<file path="src/rtl/prog_fetch_unit.sv">
// Instruction fetch stage: issues program-memory reads, assembles one- and two-word
// AVR instructions, and presents them to the decoder with a valid/stall handshake.
module prog_fetch_unit #(
    parameter logic [13:0] RESET_VEC = 14'h0000,
    parameter int unsigned TIMEOUT   = 64
) (
    input  logic        clk,
    input  logic        rst,
    output logic [13:0] PC,
    output logic        PC_RD,
    input  logic        RDY,
    input  logic [15:0] Dout,
    input  logic        branch_valid,
    input  logic [13:0] branch_target,
    input  logic        stall,
    output logic        instr_valid,
    output logic [15:0] instr,
    output logic [15:0] instr_k,
    output logic [13:0] instr_pc,
    output logic        instr_is32,
    output logic        fetch_err
);

    typedef enum logic [2:0] {RST_IDLE, REQ1, WAIT1, REQ2, WAIT2, HOLD} state_t;

    localparam int CNT_W = (TIMEOUT > 1) ? $clog2(TIMEOUT) : 1;
    localparam logic [CNT_W-1:0] CNT_LAST = CNT_W'(TIMEOUT - 1);

    state_t            state_q, state_d;
    logic [13:0]       fetch_pc_q, fetch_pc_d;
    logic              flush_q, flush_d;
    logic [CNT_W-1:0]  cnt_q, cnt_d;
    logic              err_q, err_d;
    logic [15:0]       instr_q, instr_d;
    logic [15:0]       instr_k_q, instr_k_d;
    logic [13:0]       instr_pc_q, instr_pc_d;
    logic              is32_q, is32_d;
    logic [13:0]       pc_q, pc_d;
    logic              pc_rd_q, pc_rd_d;
    logic              valid_q, valid_d;

    // JMP/CALL and LDS/STS carry a second operand word.
    function automatic logic is_two_word(input logic [15:0] w);
        return ((w & 16'hFE0C) == 16'h940C) || ((w & 16'hFC0F) == 16'h9000);
    endfunction

    always_ff @(posedge clk) begin
        if (rst) begin
            state_q    <= RST_IDLE;
            fetch_pc_q <= RESET_VEC;
            flush_q    <= 1'b0;
            cnt_q      <= '0;
            err_q      <= 1'b0;
            instr_q    <= '0;
            instr_k_q  <= '0;
            instr_pc_q <= '0;
            is32_q     <= 1'b0;
            pc_q       <= RESET_VEC;
            pc_rd_q    <= 1'b0;
            valid_q    <= 1'b0;
        end else begin
            state_q    <= state_d;
            fetch_pc_q <= fetch_pc_d;
            flush_q    <= flush_d;
            cnt_q      <= cnt_d;
            err_q      <= err_d;
            instr_q    <= instr_d;
            instr_k_q  <= instr_k_d;
            instr_pc_q <= instr_pc_d;
            is32_q     <= is32_d;
            pc_q       <= pc_d;
            pc_rd_q    <= pc_rd_d;
            valid_q    <= valid_d;
        end
    end

    always_comb begin
        state_d    = state_q;
        fetch_pc_d = fetch_pc_q;
        flush_d    = flush_q;
        cnt_d      = cnt_q;
        err_d      = err_q;
        instr_d    = instr_q;
        instr_k_d  = instr_k_q;
        instr_pc_d = instr_pc_q;
        is32_d     = is32_q;
        case (state_q)
            RST_IDLE: begin
                state_d = REQ1;
                if (branch_valid) fetch_pc_d = branch_target;
            end
            REQ1, REQ2: begin
                state_d = (state_q == REQ1) ? WAIT1 : WAIT2;
                cnt_d   = '0;
                // The read is already issued; it must still be drained in WAIT.
                if (branch_valid) begin
                    flush_d    = 1'b1;
                    fetch_pc_d = branch_target;
                end
            end
            WAIT1, WAIT2: begin
                if (branch_valid) fetch_pc_d = branch_target;
                if (RDY) begin
                    if (flush_q || branch_valid) begin
                        flush_d = 1'b0;
                        state_d = REQ1;
                    end else if (state_q == WAIT1) begin
                        instr_d    = Dout;
                        instr_pc_d = fetch_pc_q;
                        instr_k_d  = '0;
                        is32_d     = 1'b0;
                        state_d    = is_two_word(Dout) ? REQ2 : HOLD;
                    end else begin
                        instr_k_d = Dout;
                        is32_d    = 1'b1;
                        state_d   = HOLD;
                    end
                end else if (cnt_q == CNT_LAST) begin
                    err_d = 1'b1;
                    if (flush_q || branch_valid) begin
                        flush_d = 1'b0;
                        state_d = REQ1;
                    end else begin
                        state_d = (state_q == WAIT1) ? REQ1 : REQ2;
                    end
                end else begin
                    cnt_d = cnt_q + CNT_W'(1);
                    if (branch_valid) flush_d = 1'b1;
                end
            end
            HOLD: begin
                if (branch_valid) begin
                    fetch_pc_d = branch_target;
                    state_d    = REQ1;
                end else if (!stall) begin
                    fetch_pc_d = instr_pc_q + 14'd1 + {13'd0, is32_q};
                    state_d    = REQ1;
                end
            end
            default: state_d = RST_IDLE;
        endcase
    end

    // Outputs are decoded from the next state so they appear registered.
    always_comb begin
        pc_d = pc_q;
        case (state_d)
            REQ1:    pc_d = fetch_pc_d;
            REQ2:    pc_d = fetch_pc_d + 14'd1;
            default: pc_d = pc_q;
        endcase
        pc_rd_d = (state_d == REQ1) || (state_d == REQ2);
        valid_d = (state_d == HOLD);
    end

    assign PC          = pc_q;
    assign PC_RD       = pc_rd_q;
    assign instr_valid = valid_q;
    assign instr       = instr_q;
    assign instr_k     = instr_k_q;
    assign instr_pc    = instr_pc_q;
    assign instr_is32  = is32_q;
    assign fetch_err   = err_q;

endmodule

</file>
<file path="config.mk">
export PLATFORM = sky130hd
export DESIGN_NAME = prog_fetch_unit
export DESIGN_NICKNAME = d
export VERILOG_FILES = /design/src/rtl/prog_fetch_unit.sv
export SDC_FILE = /design/constraint.sdc
export NUM_CORES = 1
export LEC_CHECK = 0
export ABC_AREA = 1
export ABC_CLOCK_PERIOD_IN_PS = 3000
export CAP_MARGIN = 20
export CELL_PAD_IN_SITES_DETAIL_PLACEMENT = 1
export CELL_PAD_IN_SITES_GLOBAL_PLACEMENT = 2
export CORE_ASPECT_RATIO = 1.4
export CORE_MARGIN = 4
export CORE_UTILIZATION = 34
export CTS_CLUSTER_SIZE = 25
export DETAILED_ROUTE_END_ITERATION = 7
export DONT_BUFFER_PORTS = 1
export PLACE_DENSITY = 0.81
export SLEW_MARGIN = 10
export SYNTH_ARGS = -nofsm -noshare
export SYNTH_HDL_FRONTEND = slang
export SYNTH_SLANG_ARGS = --single-unit
</file>
<file path="constraint.sdc">
create_clock -name clk -period 3 [get_ports clk]
set_input_delay 0.45 -clock clk [delete_from_list [all_inputs] [get_ports clk]]
set_output_delay 0.45 -clock clk [all_outputs]
set_load 0.02 [all_outputs]
</file>
# == Word-level counts from Yosys, hierarchy flattened ==
# Index checks and enable logic that the tools add are counted.
# word_totals
elab_cells,70
reg_bits,88
# op_classes
addsub,4
n_reduce_logical,13
n_bitwise,2
eq_ne,13
muxes,26
# op_table
cell,n
$pmux 14 s2,2
$mux 14,3
$add 14x1->14 const B,2
$mux 3,8
$mux 16,1
$add 14x1->14,1
$mux 6,2
$pmux 3 s4,1
$pmux 6 s2,1
$eq 10x10->1 const B,1
$eq 3x2->1 const B,3
$eq 3x3->1 const B,3
$eq 9x9->1 const B,1
$reduce_and 3->1,3
$add 6x1->6 const B,1
$eq 3x1->1 const B,2
$eq 6x6->1 const B,1
$mux 1,5
$reduce_or 5->1,1
$mux 2,2
$ne 2x2->1 const B,2
$reduce_and 4->1,1
$reduce_bool 2->1,2
$reduce_or 2->1,2
4 further kinds,7

# == Logic depth before layout (Yosys ltp) ==
# Gate-level depths: netlist of the first run.
# logic_depth
word_depth,9
depth_mapped,19

# == Worst setup path after synthesis of the first run ==
# OpenSTA, ideal clock, no wires.
# synth_path
kind,reg2reg
from,reg instr_pc_q[0] (netlist: instr_pc[0])
to,reg pc_q[9] (netlist: PC[9])
path_slack_ns,0.683
period_less_slack_ns,2.317
arrival_ns,2.208
stages_incl_launch_ff,20
n_path_buf,0
cell_sequence,dfxtp_1 inv_1 ha_1 inv_1 ha_1 inv_1 nor2_1 nand2_1 nand2_1 nand3_1 o21ai_0 nand2_1 nand2_1 nand2_1 nor2_4 nand2_2 a21oi_1 o21ai_1 nand2_1 inv_1
# synth_between
elab_chain_len,7
# synth_lines
item,line,source
from (decl),36,"logic [13:0] instr_pc_q, instr_pc_d;"
from (signal assigned),69,instr_pc_q <= instr_pc_d;
$add 14x1->14 (*) (2 in a row),136,"fetch_pc_d = instr_pc_q + 14'd1 + {13'd0, is32_q};"
$mux 14 (*),135,end else if (!stall) begin
$mux 14 (*),132,if (branch_valid) begin
$pmux 14 s2 (*),87,case (state_q)
$add 14x1->14,149,REQ2: pc_d = fetch_pc_d + 14'd1;
$pmux 14 s2 (*),147,case (state_d)
to (signal assigned),71,pc_q <= pc_d;
to (decl),38,"logic [13:0] pc_q, pc_d;"
# Every way passes the cells marked *; elsewhere a longest branch is shown, timed or not.
# A chain may end at the register's enable or synchronous reset.

# == Worst setup path after layout of the first run ==
# layout_path
from,reg state_q[0]
to,reg pc_q[9] (netlist: PC[9])
# layout_between
elab_chain_len,8
word_cells_on_any_way,25
classes_between,add/sub: 1; eq/ne: 7; mux: 12; reduce/logical: 5
# layout_lines
item,line,source
from (decl),29,"state_t state_q, state_d;"
from (signal assigned),62,state_q <= state_d;
"parallel branches: the longest is 8 deep, another holds $add 14x1->14",--,
# Parallel ways; which one is timed is not known.

==> results by group, run 1 <==
Clock network
  – H-tree Lvls: 3
  – Post-CTS sizing: 0
  – TritonCTS Buffers: 9
  – Hold_buf cts: 0
  – Root Buffer: clkbuf_16
  – Worst-Skew Late Latency: around 0.36 ns
  – Clock Path Buffers: 2
  – Clock tree sinks: 88
  – Post-CTS Setup Bufs: 0
  – TritonCTS clock tree: yes
  – Worst-path clk slew: about 0.08 ns

Placed design
  – PortBufs: 0
  – Post-DP HPWL: around 12000 um
  – Global placement routability congestion: between 0.8 and 0.9

Synthesis
  – Mapped Area: ~4600 um2
  – Post-synthesis adder-cell area fraction: 0.01085
  – Post-Synth Simple-Gate Area: 0.3438
  – Syn nets: just over 700
  – Yosys warnings: 0
  – Main flop type after synthesis: dfxtp_1
  – Seq cells post-synth: approximately 90
  – Post-synth EDFFs: 0
  – Synth Instances: 684
  – Post-synthesis compound-gate area fraction: 0.1665
  – XOR/XNOR share of the synthesized area: 0.01139
  – Syn Area/Cell: around 6.7 um2
  – Post-synth cell types: 43
  – Most frequent cells after synthesis: 166 x nand2_1, 94 x nor2_1, 88 x dfxtp_1, 63 x inv_1, 59 x a21oi_1
  – Most common cell in the netlist: nand2_1
  – Multiplexer share of the synthesized area: 0
  – Largest family of logic cells by synthesized area: simple AND/OR/NAND/NOR gates
  – Synth area leader: dfxtp_1
  – Yosys top cell area share: 0.3818
  – Ranking of synthesized cells by area: dfxtp_1 38%, nand2_1 14%, nor2_1 7.6%
  – Post-synthesis sequential area ratio: 0.3818
  – Post-synth ARST share: 0

GRT
  – Number of global-route vias before repair: about 4900
  – Largest net degree at the start of global routing: ~40
  – First-pass GRT wire length: roughly 26000 um
  – Final global-route overflow total: 0
  – Total track usage: 0.2105
  – Initial antenna violation count: 1

Setup path
  – WP buf/inv: 2
  – Max incr delay on CP: around 0.46 ns
  – CP startpoint kind: register
  – Top cell by count, worst path: nand2_1
  – Critical path, cell by cell: nand3_2 > buf_4 > o21ai_0 > o21ai_0 > o21ai_1 > nand2_1 > nand2_1 > nand2_2 > nor2_4 > nand2_2 > a21oi_1 > o21ai_1 > nand2_1 > inv_1
  – WP data arrival: between 2 and 3 ns
  – Endpoint type of the worst setup path: register
  – CP required: ~3.3 ns
  – Critical path class: register to register
  – Crit path max-delay cell type: dfxtp_1
  – Worst path top cell family by delay: simple AND/OR/NAND/NOR gates
  – Worst-path fanout max: 9

Floorplanning
  – Die width: between 100 and 150 um
  – Initial core utilization: 0.3463
  – Die Y: ~150 um
  – # rows: 50
  – Ports: 99
  – Core footprint: approximately 13000 um2
  – Die ar.: around 16000 um2

Timing
  – Final min period: 2.703 ns
  – Final TNS setup: 0 ns
  – RSZ-0062 raised after global routing: no
  – F_max: about 0.37 GHz
  – Final Setup Violations: 0
  – Endpoints failing hold: 0
  – Final period util: 0.9011
  – Worst-margin pin slew: 0.6361 ns
  – Max-slew violations: 0
  – Worst relative slew slack: 0.5755
  – Clk_skew: 0.01359 ns

Routing
  – Residual DRC count: 0
  – Drt first pass iters: 4
  – DRT antenna net count: 0
  – Wire length per cell: about 18 um
  – Initial DRC Count: about 110
  – WL final: approximately 16000 um
  – Vias per cell: between 5 and 6
  – Via Count: approximately 4500

Min path
  – Worst min-delay path class: primary input to register

Power
  – P_leak: ~2.2 nW
  – Gate power share: 0.207
  – Reg power frac: 0.451
  – Peak supply drop: around 0.33 mV
  – Sw power: roughly 1.2 mW
  – Sw frac: 0.3720
  – Clock share of power: 0.342
  – Internal: around 2.1 mW
  – Power per cell area: ~650 nW/um2

Layout
  – Layout cells sized above 1: 0.1183
  – Fin nets: approximately 730
  – Area growth, synth to finish: 11.90%
  – Final core occ: 0.3875

Run status
  – Status: completed

Flow run
  – Max Cap Viol: 0
==> worst paths after layout <==
kind | startpoint | end | slack, ns | cells after the start
max | state_q[0] | PC[9] | 0.30 | 14
min | rst | instr_k[15] | 0.15 | 1
max reg2reg | state_q[0] | PC[9] | 0.30 | 14
min reg2reg | cnt_q[1] | cnt_q[1] | 0.48 | 2
==> power groups by stage <==
stage | Clock, mW | Combinational [mW] | Sequential (mW)
3_3_place_gp | 0 | 0.679 | 1.54
5_1_grt | 1.22 | 0.797 | 1.53
6_report | 1.14 | 0.690 | 1.51
3_5_place_dp | 0 | 0.697 | 1.54
4_1_cts | 1.17 | 0.702 | 1.51
2_1_floorplan | 0 | 0.534 | 1.51
==> area by class of cell <==
cell class | instances | area, um2
timing repair buffer | 16 | 132.6
inverter | 76 | 290.3
clock inverter | 7 | 66.31
clock buffer | 9 | 225.2
fill | 1707 | 8162
tap | 182 | 227.7
sequential | 88 | 1762
antenna | 1 | 2.502
multi-input combinational | 497 | 2457
==> metrics by stage <==
stage / total power, mW / hold slack, ns / cells / setup slack [ns] / instance area [um2]
final: 3.340 / 0.1516 / 876 / 0.2967 / 5164
after global routing: 3.544 / 0.1426 / 876 / 0.04546 / 5164
after CTS: 3.389 / 0.1453 / 875 / 0.3178 / 5161
after detailed placement: 2.236 / 0.4691 / 859 / 0.4108 / 4870
after global placement: 2.216 / 0.4635 / 859 / 0.4791 / 4870
after floorplan: 2.040 / 0.4523 / 684 / 0.6832 / 4614
==> routing by layer <==
layer | share of wire | track usage | routed length, um | vias to the layer above
met1 | 0.40 | 0.2367 | 6401 | 2099
li1 | - | - | - | 2221
met3 | 0.061 | 0.05060 | 973 | 23
met2 | 0.51 | 0.3769 | 8134 | 113
met5 | 0 | 0 | 0 | -
met4 | 0.023 | 0.08573 | 366 | 0
==> cells by family (layout without fill, tap and decap cells) <==
logic type | count (synthesis) | count (layout)
compound gates | 139 | 139
xor+xnor | 6 | 6
fa+ha+maj | 4 | 4
buf+inv | 99 | 108
flops | 88 | 88
other cells | 0 | 1
simple gates | 348 | 348
==> cells in the final DEF, fill, tap and decap left out, types with 9 or more instances in the layout <==
master,count
inv_1,63
buf_4,15
a21oi_1,59
clkbuf_16,9
nor2_1,94
nand2_1,166
nand3_1,38
o21ai_0,45
dfxtp_1,88
nand2_2,9
nand4_1,9
inv_2,10
==> state kept, by name (all words and copies together) (netlist names) <==
signal,count
cnt_q,6
instr_valid,1
PC_RD,1
state_q,3
instr_pc,14
fetch_pc_q,14
instr,16
PC,14
flush_q,1
fetch_err,1
instr_is32,1
instr_k,16
(Power assumes the default switching activity.)
==> inputs of run 2 (changes only) <==
Settings changed: ABC_AREA 1 to 0, CORE_UTILIZATION 34 to 36, PLACE_DENSITY 0.81 to 0.82, RECOVER_POWER set to 25.
==> results by group, run 2 <==
Min path
  – Worst Min Path Start: rst (unchanged)
  – Worst min-delay path class: primary input to register (unchanged)

Clock network
  – TritonCTS clock tree: yes (unchanged)
  – TritonCTS Buffers: 9 (unchanged)
  – Worst-Skew Late Latency: 0.35 ns (was 0.36 ns)
  – H-tree Lvls: 3 (unchanged)
  – Clock Path Buffers: 2 (unchanged)
  – Hold_buf cts: 0 (unchanged)
  – Worst-path clk slew: 0.06 ns (was 0.08 ns)
  – Root Buffer: clkbuf_16 (unchanged)
  – Clock tree sinks: 88 (unchanged)

Setup path
  – WP data arrival: 3.11 ns (was 2.95 ns)
  – CP startpoint kind: register (unchanged)
  – CP startpoint: state_q[0] (unchanged)
  – Worst-path fanout max: 22 (was 9)
  – Max incr delay on CP: 0.51 ns (was 0.46 ns)
  – RR Startpoint: state_q[0] (unchanged)
  – CP required: 3.23 ns (was 3.25 ns)
  – Endpoint type of the worst setup path: register (unchanged)
  – Critical path, cell by cell: buf_4 > and3b_1 > o21ai_0 > a221o_1 > ha_1 > nand3_1 > or3_1 > or4b_1 > a32o_1 (was nand3_2 > buf_4 > o21ai_0 > o21ai_0 > o21ai_1 > nand2_1 > nand2_1 > nand2_2 > nor2_4 > nand2_2 > a21oi_1 > o21ai_1 > nand2_1 > inv_1)
  – Critical path class: register to register (unchanged)
  – Crit path max-delay cell type: or4b_1 (was dfxtp_1)

Layout
  – Post-route cell area: 5263 um2 (was 5164 um2)
  – Area occupied by multi-input gates: 2551 um2 (was 2457 um2)
  – Commonest non-fill, non-tap cell in the layout: nand2_1 (unchanged)
  – FF/Latch Area: 1765 um2 (was 1762 um2)
  – Area growth, synth to finish: 17.55% (was 11.90%)
  – Most frequent cells in the layout: 105 x nand2_1, 85 x dfxtp_1, 70 x a21oi_1 (was 166 x nand2_1, 94 x nor2_1, 88 x dfxtp_1)
  – Layout cells sized above 1: 0.1361 (was 0.1183)
  – Fin nets: 651 (was 727)
  – Final core occ: 0.4387 (was 0.3875)
  – # fillers: 1529 (was 1707)

Synthesis
  – Syn nets: 630 (was 723)
  – Post-synth cell types: 62 (was 43)
  – Synth area leader: dfxtp_1 (unchanged)
  – Seq cells post-synth: 88 (unchanged)
  – Mapped Area: 4477 um2 (was 4614 um2)
  – Most frequent cells after synthesis: 105 x nand2_1, 88 x dfxtp_1, 70 x a21oi_1, 47 x nor2_1, 36 x clkbuf_1 (was 166 x nand2_1, 94 x nor2_1, 88 x dfxtp_1, 63 x inv_1, 59 x a21oi_1)
  – Post-synth ARST share: 0 (unchanged)
  – Yosys top cell area share: 0.3935 (was 0.3818)
  – Synth Instances: 591 (was 684)
  – Most common cell in the netlist: nand2_1 (unchanged)
  – Post-synthesis sequential area ratio: 0.3935 (was 0.3818)
  – Main flop type after synthesis: dfxtp_1 (unchanged)
  – Post-synth EDFFs: 0 (unchanged)
  – Syn Area/Cell: 7.575 um2 (was 6.746 um2)
  – Yosys warnings: 0 (unchanged)
  – Ranking of synthesized cells by area: dfxtp_1 39%, nand2_1 8.8%, a21oi_1 7.8% (was dfxtp_1 38%, nand2_1 14%, nor2_1 7.6%)

Floorplanning
  – Die ar.: 14310 um2 (was 15530 um2)
  – Ports: 99 (unchanged)
  – # rows: 47 (was 50)
  – Core footprint: 12000 um2 (was 13330 um2)
  – Die width: 102.2 um (was 106.5 um)
  – Die Y: 139.9 um (was 145.8 um)
  – Initial core utilization: 0.3732 (was 0.3463)

Timing
  – Final min period: 2.871 ns (was 2.703 ns)
  – Worst relative slew slack: 0.5219 (was 0.5755)
  – Final Setup Violations: 0 (unchanged)
  – Final period util: 0.9571 (was 0.9011)
  – F_max: 0.3483 GHz (was 0.3699 GHz)
  – Min setup slack post-route: 0.1287 ns (was 0.2967 ns)
  – Endpoints failing hold: 0 (unchanged)
  – Final TNS setup: 0 ns (unchanged)
  – RSZ-0062 raised after global routing: no (unchanged)
  – Max-slew violations: 0 (unchanged)
  – Worst-margin pin slew: 0.7082 ns (was 0.6361 ns)
  – Clk_skew: 0.007453 ns (was 0.01359 ns)

Routing
  – DRT antenna net count: 0 (unchanged)
  – Wire length per cell: 20.12 um (was 18.12 um)
  – Via Count: 4513 (was 4456)
  – WL final: 15390 um (was 15880 um)
  – Initial DRC Count: 206 (was 105)
  – Residual DRC count: 0 (unchanged)
  – Drt first pass iters: 4 (unchanged)
  – Vias per cell: 5.899 (was 5.087)

Power
  – Sw power: 0.7988 mW (was 1.243 mW)
  – Clock share of power: 0.406 (was 0.342)
  – Sw frac: 0.2824 (was 0.3720)
  – Power per cell area: 537.4 nW/um2 (was 646.8 nW/um2)
  – Gate power share: 0.138 (was 0.207)
  – Reg power frac: 0.457 (was 0.451)
  – Peak supply drop: 0.3403 mV (was 0.3299 mV)
  – Internal: 2.030 mW (was 2.097 mW)
  – P_leak: 1.852 nW (was 2.210 nW)

GRT
  – Largest net degree at the start of global routing: 91 (was 41)
  – Initial antenna violation count: 0 (was 1)
  – Final global-route overflow total: 0 (unchanged)
  – First-pass GRT wire length: 24650 um (was 25990 um)
  – Total track usage: 0.2178 (was 0.2105)
  – Number of global-route vias before repair: 4804 (was 4854)

Placed design
  – Global placement routability congestion: 0.8390 (was 0.8741)
  – Placed inst area: 4926 um2 (was 4870 um2)
  – DP Worst Slack: 0.06985 ns (was 0.4108 ns)
  – Post-DP HPWL: 11340 um (was 12220 um)
  – PortBufs: 0 (unchanged)

Run status
  – Status: completed (unchanged)

Flow run
  – Max Cap Viol: 0 (unchanged)
-- run 2: cell types whose count changed after synthesis, moves of 10 or more --
cell and delta:
o21ai_0 -29, clkbuf_1 +23, inv_1 -53, a21oi_1 +11, nand2_1 -61, nor2_1 -47
nor3_1 +16, nor2b_1 +10, nand3b_1 +12, o22ai_1 +10, nand2b_1 +12
-- run 2: layout make-up --
class,count,area share
Tap cell,147,0.03495
Clock inverter,6,0.01308
Clock buffer,10,0.04351
Multi-Input combinational cell,451,0.4848
Inverter,11,0.007846
Antenna cell,1,0.0004755
Sequential cell,88,0.3355
Timing Repair Buffer,51,0.07989
-- run 2: path summary, 6_finish.rpt --
kind | endpoint | slack [ns] | cells after the start
worst max register to register | PC[8] | 0.13 | 9
worst min register to register | instr_pc[13] | 0.47 | 2
worst min-delay path | PC[4] | 0.18 | 1
worst max-delay path | PC[8] | 0.13 | 9
-- run 2: kinds of logic after synthesis --
| logic type | Yosys count | synth area share |
|---|---|---|
| compound gates | 150 | 0.2138 |
| xor+xnor | 11 | 0.02152 |
| fa+ha+maj | 4 | 0.01118 |
| buf+inv | 52 | 0.04472 |
| flops | 88 | 0.3935 |
| mux | 4 | 0.009502 |
| simple gates | 282 | 0.3058 |
-- run 2: critical path, delay by kind of cell (launching register included) --
kind                       cells  cell delay [ns]
adders and majority gates      1             0.18
buffers and inverters          1             0.21
AOI/OAI and AO/OA              3             0.85
DFF                            1             0.31
and+or+nand+nor                4             1.22
-- run 2: power groups by stage --
stage          logic (mW)  registers, mW  clock network, mW
6_report            0.390           1.29               1.15
5_1_grt             0.432           1.30               1.23
4_1_cts             0.389           1.29               1.18
3_5_place_dp        0.387           1.32                  0
3_3_place_gp        0.377           1.32                  0
2_1_floorplan       0.270           1.31                  0
-- run 2: timing repair --
item	CTS	global route
buffers inserted	0	1
setup endpoints to repair	0	3
resized for setup	0	9
-- run 2: metrics by stage --
step | cells | hold WS (ns) | total power, mW
4_1_cts | 763 | 0.1644 | 2.864
3_3_place_gp | 747 | 0.4546 | 1.694
2_1_floorplan | 591 | 0.4313 | 1.576
3_5_place_dp | 747 | 0.4549 | 1.705
6_report | 765 | 0.1819 | 2.828
5_1_grt | 764 | 0.1678 | 2.957
-- run 2: per-layer routing --
metal	up-vias	wire (um)	share of wire	GRT usage
met5	-	0	0	0
met4	0	391	0.025	0.08017
met3	26	934	0.061	0.05970
met2	110	8135	0.53	0.3878
met1	2215	5927	0.39	0.2423
li1	2162	-	-	-
